**src/rtl/servant_spi_ram_slave_sync.sv**
```systemverilog
// SPI serial-RAM/FRAM slave emulator, fully in the i_clk domain.
// SCK/CS/MOSI are oversampled through synchronisers and drive a single-port synchronous RAM.
module servant_spi_ram_slave_sync #(
   parameter int unsigned  ADDR_W      = 18,
   parameter int unsigned  ADDR_BYTES  = 3,
   parameter int unsigned  SYNC_STAGES = 2,
   parameter logic [7:0]   ID_MFG      = 8'h04,
   parameter logic [7:0]   ID_CONT     = 8'h7F,
   parameter logic [15:0]  ID_PROD     = 16'h4803
) (
   input  logic              i_clk,
   input  logic              i_rst_n,
   input  logic              spi_sck,
   input  logic              spi_cs,
   input  logic              spi_mosi,
   output logic              spi_miso,
   output logic [ADDR_W-1:0] ram_addr,
   output logic              ram_rd_en,
   output logic              ram_wr_en,
   output logic [7:0]        ram_wdata,
   input  logic [7:0]        ram_rdata
);

   localparam logic [7:0] CMD_WRSR  = 8'h01;
   localparam logic [7:0] CMD_WRITE = 8'h02;
   localparam logic [7:0] CMD_READ  = 8'h03;
   localparam logic [7:0] CMD_WRDI  = 8'h04;
   localparam logic [7:0] CMD_RDSR  = 8'h05;
   localparam logic [7:0] CMD_WREN  = 8'h06;
   localparam logic [7:0] CMD_FAST  = 8'h0B;
   localparam logic [7:0] CMD_RDID  = 8'h9F;
   localparam int unsigned CNT_W = (ADDR_BYTES > 1) ? $clog2(ADDR_BYTES) : 1;

   typedef enum logic [3:0] {
      ST_IDLE, ST_CMD, ST_ADDR, ST_DUMMY, ST_DATA_WR,
      ST_DATA_RD, ST_STAT, ST_ID, ST_IGNORE
   } state_t;

   logic [SYNC_STAGES-1:0] r_sck_sync, r_cs_sync, r_mosi_sync;
   logic                   r_sck_d;
   logic                   w_sck, w_cs, w_mosi, w_rise, w_fall, w_byte_done;
   logic [7:0]             w_rx_byte;

   state_t            r_state;
   logic [7:0]        r_cmd;
   logic [2:0]        r_bit_cnt;
   logic [6:0]        r_rx_shift;
   logic [7:0]        r_tx_shift, r_tx_next;
   logic [CNT_W-1:0]  r_addr_cnt;
   logic [ADDR_W-1:0] r_addr;
   logic [2:0]        r_id_idx;
   logic [7:0]        r_status;
   logic              r_wel_set_pend, r_wel_clr_pend;
   logic              r_rd_en, r_rd_dly, r_wr_en;
   logic [7:0]        r_wdata;

   // NOTE: the CS chain resets to 1 so the slave comes out of reset deselected.
   always_ff @(posedge i_clk or negedge i_rst_n) begin
      if (!i_rst_n) begin
         r_sck_sync  <= '0;
         r_cs_sync   <= '1;
         r_mosi_sync <= '0;
         r_sck_d     <= 1'b0;
      end else begin
         r_sck_sync  <= {r_sck_sync[SYNC_STAGES-2:0], spi_sck};
         r_cs_sync   <= {r_cs_sync[SYNC_STAGES-2:0], spi_cs};
         r_mosi_sync <= {r_mosi_sync[SYNC_STAGES-2:0], spi_mosi};
         r_sck_d     <= w_sck;
      end
   end

   assign w_sck       = r_sck_sync[SYNC_STAGES-1];
   assign w_cs        = r_cs_sync[SYNC_STAGES-1];
   assign w_mosi      = r_mosi_sync[SYNC_STAGES-1];
   assign w_rise      = w_sck & ~r_sck_d & ~w_cs;
   assign w_fall      = ~w_sck & r_sck_d & ~w_cs;
   assign w_rx_byte   = {r_rx_shift, w_mosi};
   assign w_byte_done = w_rise && (r_bit_cnt == 3'd7);

   always_ff @(posedge i_clk or negedge i_rst_n) begin
      if (!i_rst_n) begin
         r_state        <= ST_IDLE;
         r_cmd          <= 8'h00;
         r_bit_cnt      <= 3'd0;
         r_rx_shift     <= 7'd0;
         r_tx_shift     <= 8'h00;
         r_tx_next      <= 8'h00;
         r_addr_cnt     <= '0;
         r_addr         <= '0;
         r_id_idx       <= 3'd0;
         r_status       <= 8'h00;
         r_wel_set_pend <= 1'b0;
         r_wel_clr_pend <= 1'b0;
         r_rd_en        <= 1'b0;
         r_rd_dly       <= 1'b0;
         r_wr_en        <= 1'b0;
         r_wdata        <= 8'h00;
      end else begin
         r_rd_en  <= 1'b0;
         r_wr_en  <= 1'b0;
         r_rd_dly <= r_rd_en;
         // Read data lands one cycle after the strobe; capture it as the next TX byte.
         if (r_rd_dly) begin
            r_tx_next <= ram_rdata;
            r_addr    <= r_addr + ADDR_W'(1);
         end
         if (r_wr_en) r_addr <= r_addr + ADDR_W'(1);

         if (w_cs) begin
            r_state        <= ST_IDLE;
            r_bit_cnt      <= 3'd0;
            r_rx_shift     <= 7'd0;
            r_tx_shift     <= 8'h00;
            r_tx_next      <= 8'h00;
            r_rd_dly       <= 1'b0;
            r_wel_set_pend <= 1'b0;
            r_wel_clr_pend <= 1'b0;
            if (r_wel_clr_pend)      r_status[1] <= 1'b0;
            else if (r_wel_set_pend) r_status[1] <= 1'b1;
         end else begin
            if (r_state == ST_IDLE) r_state <= ST_CMD;
            if (w_fall)
               r_tx_shift <= (r_bit_cnt == 3'd0) ? r_tx_next : {r_tx_shift[6:0], 1'b0};
            if (w_rise) begin
               r_bit_cnt  <= r_bit_cnt + 3'd1;
               r_rx_shift <= w_rx_byte[6:0];
            end
            if (w_byte_done) begin
               case (r_state)
                  ST_IDLE, ST_CMD: begin
                     r_cmd <= w_rx_byte;
                     case (w_rx_byte)
                        CMD_WREN: begin r_wel_set_pend <= 1'b1; r_state <= ST_IGNORE; end
                        CMD_WRDI: begin r_wel_clr_pend <= 1'b1; r_state <= ST_IGNORE; end
                        CMD_RDSR: begin r_tx_next <= r_status; r_state <= ST_STAT; end
                        CMD_WRSR: r_state <= ST_DATA_WR;
                        CMD_WRITE, CMD_READ, CMD_FAST: begin
                           r_addr_cnt <= '0;
                           r_addr     <= '0;
                           r_state    <= ST_ADDR;
                        end
                        CMD_RDID: begin
                           r_tx_next <= ID_MFG;
                           r_id_idx  <= 3'd1;
                           r_state   <= ST_ID;
                        end
                        default: r_state <= ST_IGNORE;
                     endcase
                  end
                  ST_ADDR: begin
                     r_addr <= ADDR_W'({r_addr, w_rx_byte});
                     if (r_addr_cnt == CNT_W'(ADDR_BYTES - 1)) begin
                        if (r_cmd == CMD_WRITE)     r_state <= ST_DATA_WR;
                        else if (r_cmd == CMD_FAST) r_state <= ST_DUMMY;
                        else begin
                           r_rd_en <= 1'b1;
                           r_state <= ST_DATA_RD;
                        end
                     end else begin
                        r_addr_cnt <= r_addr_cnt + 1'b1;
                     end
                  end
                  ST_DUMMY: begin
                     r_rd_en <= 1'b1;
                     r_state <= ST_DATA_RD;
                  end
                  ST_DATA_RD: r_rd_en <= 1'b1;
                  ST_DATA_WR: begin
                     if (r_cmd == CMD_WRSR) begin
                        if (r_status[1]) r_status[7:2] <= w_rx_byte[7:2];
                        r_wel_clr_pend <= 1'b1;
                        r_state        <= ST_IGNORE;
                     end else if (r_status[1]) begin
                        r_wr_en        <= 1'b1;
                        r_wdata        <= w_rx_byte;
                        r_wel_clr_pend <= 1'b1;
                     end
                  end
                  ST_STAT: r_tx_next <= r_status;
                  ST_ID: begin
                     case (r_id_idx)
                        3'd1:    r_tx_next <= ID_CONT;
                        3'd2:    r_tx_next <= ID_PROD[15:8];
                        3'd3:    r_tx_next <= ID_PROD[7:0];
                        default: r_tx_next <= 8'h00;
                     endcase
                     if (r_id_idx != 3'd4) r_id_idx <= r_id_idx + 3'd1;
                  end
                  default: r_tx_next <= 8'h00;
               endcase
            end
         end
      end
   end

   assign spi_miso  = r_tx_shift[7];
   assign ram_addr  = r_addr;
   assign ram_rd_en = r_rd_en;
   assign ram_wr_en = r_wr_en;
   assign ram_wdata = r_wdata;

endmodule

```
**config.mk**
```make
export PLATFORM = sky130hd
export DESIGN_NAME = servant_spi_ram_slave_sync
export DESIGN_NICKNAME = d
export VERILOG_FILES = /design/src/rtl/servant_spi_ram_slave_sync.sv
export SDC_FILE = /design/constraint.sdc
export NUM_CORES = 1
export LEC_CHECK = 0
export ABC_CLOCK_PERIOD_IN_PS = 5400
export CAP_MARGIN = 40
export CORE_MARGIN = 8
export CORE_UTILIZATION = 60
export DETAILED_ROUTE_END_ITERATION = 12
export GPL_TIMING_DRIVEN = 0
export PLACE_DENSITY = 0.87
export REMOVE_ABC_BUFFERS = 1
export SLEW_MARGIN = 20
export SYNTH_ARGS = -nofsm -noshare
export SYNTH_HDL_FRONTEND = slang
export SYNTH_SLANG_ARGS = --single-unit
export TNS_END_PERCENT = 50
```
**constraint.sdc**
```tcl
create_clock -name i_clk -period 5.4 [get_ports i_clk]
set_input_delay 1.08 -clock i_clk [delete_from_list [all_inputs] [get_ports i_clk]]
set_output_delay 1.08 -clock i_clk [all_outputs]
set_load 0.03 [all_outputs]
```
# Word level (Yosys, flattened, before mapping)
# Cells that the tools add are included.
[totals]
ff_bits = 88
input_bits = 13
out_inout_bits = 29
elab_cells = 145
[classes]
add_sub_neg = 4
n_eq_ne = 30
n_mux = 58
bitwise_logic = 8
n_reduce_logical = 24
[op_table]
columns = ["cell", "count"]
rows = [
  ["$mux 18", 5],
  ["$mux 8", 6],
  ["$pmux 18 s2", 1],
  ["$pmux 4 s4", 2],
  ["$pmux 8 s4", 1],
  ["$eq 8x2->1 const B", 3],
  ["$eq 8x3->1 const B", 3],
  ["$mux 1", 22],
  ["$pmux 7 s3", 1],
  ["$mux 4", 5],
  ["$reduce_and 5->1", 4],
  ["$add 18x1->18 const B", 1],
  ["$mux 3", 6],
  ["$eq 4x3->1 const B", 4],
  ["$eq 8x1->1 const B", 2],
  ["$eq 8x4->1 const B", 2],
  ["$pmux 8 s2", 1],
  ["$reduce_bool 2->1", 8],
  ["$mux 7", 2],
  ["$eq 4x2->1 const B", 2],
  ["$eq 8x8->1 const B", 1],
  ["$ne 2x2->1 const B", 4],
  ["$add 3x1->3 const B", 2],
  ["$eq 3x2->1 const B", 2],
  ["other kinds (24)", 34],
]

# Logic depth before layout (Yosys ltp)
[depth]
word_depth = 7
depth_mapped = 8
mapped_depth_nobuf = 7

# Least setup slack after synthesis
# OpenSTA, ideal clock, no wires.
[synth_timing]
path_kind = "flip-flop to flip-flop"
start = "register r_cmd[5]"
end = "register r_status[2]"
setup_time_ps = 125
arrival_ps = 2026
t_required_ps = 5275
slack_ps = 3250
stages_incl_launch_ff = 5
cell_sequence = "dfrtp_1 > or4_4 > or4_4 > nor3_4 > mux2_2"
[synth_between]
elab_chain_len = 2
[synth_lines]
columns = ["item", "line", "source"]
rows = [
  ["from (decl)", "45", "logic [7:0] r_cmd;"],
  ["from (signal assigned)", "131", "r_cmd <= w_rx_byte;"],
  ["$eq 8x1->1", "169", "if (r_cmd == CMD_WRSR) begin"],
  ["$reduce_and 5->1 (no source line)", "--", ""],
  ["to (signal assigned)", "91", "r_status <= 8'h00;"],
  ["to (decl)", "52", "logic [7:0] r_status;"],
]
# Every way passes these cells.
# A chain may end at the register's enable or synchronous reset.

# Worst setup path in the final report
[layout_timing]
start = "register r_addr[7], in the netlist ram_addr[7]"
end = "output port ram_addr[7]"
[layout_lines]
columns = ["item", "line", "source"]
rows = [
  ["from (decl)", "50", "logic [ADDR_W-1:0] r_addr;"],
  ["from (signal assigned)", "105", "r_addr <= r_addr + ADDR_W'(1);"],
  ["from (signal assigned)", "107", "if (r_wr_en) r_addr <= r_addr + ADDR_W'(1);"],
  ["from (signal assigned)", "151", "r_addr <= ADDR_W'({r_addr, w_rx_byte});"],
  ["to (decl)", "17", "output logic [ADDR_W-1:0] ram_addr,"],
]
# No word-level cell between the ends.

==> impl_metrics.yaml <==
status:
  run_status: "complete, no violations"
grt:
  grtUsageMet3_pct: 4.77
  met2_usage_pct: 33.7
  antenna_found_initial: 0
  grt.total_usage_pct: 21.2
  grt_max_degree: 53
  grt-ovfl-total: 0
  grt_pass1_wl_mm: 17.3
  met1_usage_pct: 27.8
  grt_pass1_vias: 3433
  top_usage_layer: "met2"
sta:
  fin_tns_setup_ns: 0
  fin_crit_ns: 2.66
  worst_pin_slew_ns: 0.866
  slew_violations: 0
  grt_setup_unrepaired: "no"
  fin_ws_ns: 2.74
  hold_viol_final: 0
  fin_hold_ws_ns: 0.353
  period_share_pct: 49.2
  slew_headroom_pct: 41.4
  setup_viol: 0
  clock.fmax_mhz: 376
  fin_skew_ns: 0.00843
floorplan:
  core-area_um2: 7210
  die_y_um: 102
  initial_core_util_pct: 61.7
  die_area_um2: 10400
  die_w_um: 102
  rows: 31
  io_pins: 42
placed_design:
  io_buffer_count: 41
  hpwl_mm: 7.29
  gp_congestion: 0.914
  preCtsSetupSlack_ns: 2.80
logic_synthesis:
  syn-instance-count: 436
  yosys.area.top_type: "dfrtp_1"
  synthTopCellsByArea: "dfrtp_1 48%, mux2_2 6.1%, nand2_1 5.7%, o21ai_0 4.3%, mux2i_1 3.8%"
  yosys_warnings: 1
  yosys_most_used_dff: "dfrtp_1"
  synth_edf_count: 0
  syn_avg_cell_area_um2: 10.2
  yosysSeqAreaShare_pct: 49.6
  synthArstFlopShare_pct: 100
  ys_ff_latch: 88
  synth.cell_area_um2: 4450
  yosysUniqueCellTypes: 61
  synth_top_area_share_pct: 48.4
worst_hold_path:
  hold_depth: 0
  hold_path_class: "flop to flop"
route:
  drc_errors: 0
  vias: 3486
  first_pass_iters: 5
  ant_nets: 0
  routed_wl_mm: 10.3
  drtIter0Drc: 386
  viasPerCell: 6.08
  routedWlPerCell_um: 18.0
power:
  power_w: 0.00110
  leakagePower_nw: 2.14
  cellPowerDensity_nw_per_um2: 218
  ir_drop_uv: 143
layout:
  final_nets: 493
  layout_commonest_cell: "dfrtp_1"
  fillers: 552
  final_cell_mix: "86 x dfrtp_1, 68 x nand2_1, 40 x clkdlybuf4s50_1"
  seq_area_um2: 2200
  area_growth_pct: 13.3
  multi_input_area_um2: 2070
  drive_gt1_share_pct: 12.0
  antenna-diode-count: 0
clocking:
  htreeDepth: 3
  cts_made_buffers: 9
  cts_tree: "yes"
  cts_setup_buffers: 0
  cts_buffer_depth: 2
  path_clk_slew_ns: 0.08
  ctsResizeCount: 0
  insertion_delay_ns: 0.36
  cts_sinks: 88
  clockRootBuffer: "clkbuf_8"
  holdBufCountCts: 0
setup_path:
  cp_max_fo: 6
  critPathMaxStageDelay_ns: 0.73
  end_kind: "output pin"
  cp.buffers_inverters: 1
  ff2ff_path_depth: 5
  cp.required_ns: 4.32
  critical-path-top-delay-family: "buffers and inverters"
  startpoint_type: "flop"
  path_depth: 1
  crit_arrival_ns: 1.58
  cp_slowest_cell: "clkdlybuf4s50_1"
  crit_type: "flop to output pin"
  cp_cell_sequence: "clkdlybuf4s50_1"
flow_run:
  maxCapViolCount: 0
-- cells by family (layout without fill, tap and decap cells) --
kind of cell / Yosys count / after routing / synth area share, %
AOI/OAI and AO/OA: 90 / 90 / 12.4
adders and majority gates: 10 / 10 / 2.81
muxes: 41 / 41 / 9.90
DFF: 88 / 88 / 49.5
and+or+nand+nor: 156 / 156 / 17.4
buffers and inverters: 32 / 70 / 4.22
xor gates and xnor gates: 19 / 19 / 3.74
-- flip-flops by register name, indices dropped and copies added, names as in the netlist, 2 cells and up --
register / count
r_cmd: 8
r_tx_shift: 8
r_id_idx: 3
r_rx_shift: 7
ram_wdata: 8
r_sck_sync: 2
r_tx_next: 8
r_cs_sync: 2
r_status: 7
r_state: 4
r_addr_cnt: 2
ram_addr: 18
r_bit_cnt: 3
r_mosi_sync: 2
-- Yosys cell counts, types with 3 or more instances --
cell type,number
dfrtp_1,86
nand2_1,68
o21ai_0,38
nor2_1,27
mux2_2,24
a21oi_1,23
mux2i_1,17
inv_1,12
nand3_1,12
ha_1,10
xnor2_1,10
xor2_1,9
clkbuf_1,7
nor3_1,6
a31oi_1,5
clkbuf_8,5
nor4_1,5
clkbuf_2,4
and2_1,3
and3_1,3
nand2b_1,3
nand3b_1,3
nand4_1,3
o22ai_1,3
o2bb2ai_1,3
or2_2,3
-- through the flow --
| step | instances | cell area (µm²) | util, % |
|---|---|---|---|
| after detailed placement | 558 | 4890 | 67.7 |
| after floorplan | 416 | 4310 | - |
| after CTS | 573 | 5040 | 69.9 |
| after global placement | 556 | 4840 | 67.1 |
| final | 573 | 5040 | 69.9 |
| after global routing | 573 | 5040 | 69.9 |
-- power breakdown --
| part | switching (W) | leakage [nW] | internal [W] |
|---|---|---|---|
| combinational | 0.0000274 | 0.843 | 0.0000173 |
| clock | 0.000224 | 0.0854 | 0.000161 |
| sequential | 0.00000822 | 1.21 | 0.000663 |
| total | 0.000259 | 2.14 | 0.000841 |
-- path summary, 6_finish.rpt --
| kind | slack (ns) | end | start |
|---|---|---|---|
| setup / recovery | 2.74 | ram_addr[7] | ram_addr[7]$_DFF_PN0_ |
| hold / removal | 0.35 | r_mosi_sync[1]$_DFF_PN0_ | r_mosi_sync[0]$_DFF_PN0_ |
| setup reg to reg | 2.77 | r_addr_cnt[0]$_DFFE_PN0P_ | r_state[1]$_DFF_PN0_ |
| hold reg to reg | 0.35 | r_mosi_sync[1]$_DFF_PN0_ | r_mosi_sync[0]$_DFF_PN0_ |
| max in group asynchronous | 4.05 | r_cs_sync[0]$_DFF_PN1_ | i_rst_n |
| min in group asynchronous | 0.69 | ram_wdata[4]$_DFFE_PN0P_ | i_rst_n |
-- area by class of cell --
cell class | count | area share, %
multi-input cells | 316 | 41.0
clock buffers | 10 | 2.53
clock inverters | 5 | 0.497
repair buffers | 43 | 8.86
flip-flops and latches | 88 | 43.7
well taps | 99 | 2.46
inverters | 12 | 0.894
-- metal layers --
| layer | part of all wire, % | up-vias |
|---|---|---|
| li1 | - | 1597 |
| met4 | 1.8 | 0 |
| met2 | 48 | 140 |
| met1 | 43 | 1728 |
| met5 | 0 | - |
| met3 | 6.8 | 21 |
Note: power is estimated with default switching activity, not from simulation.
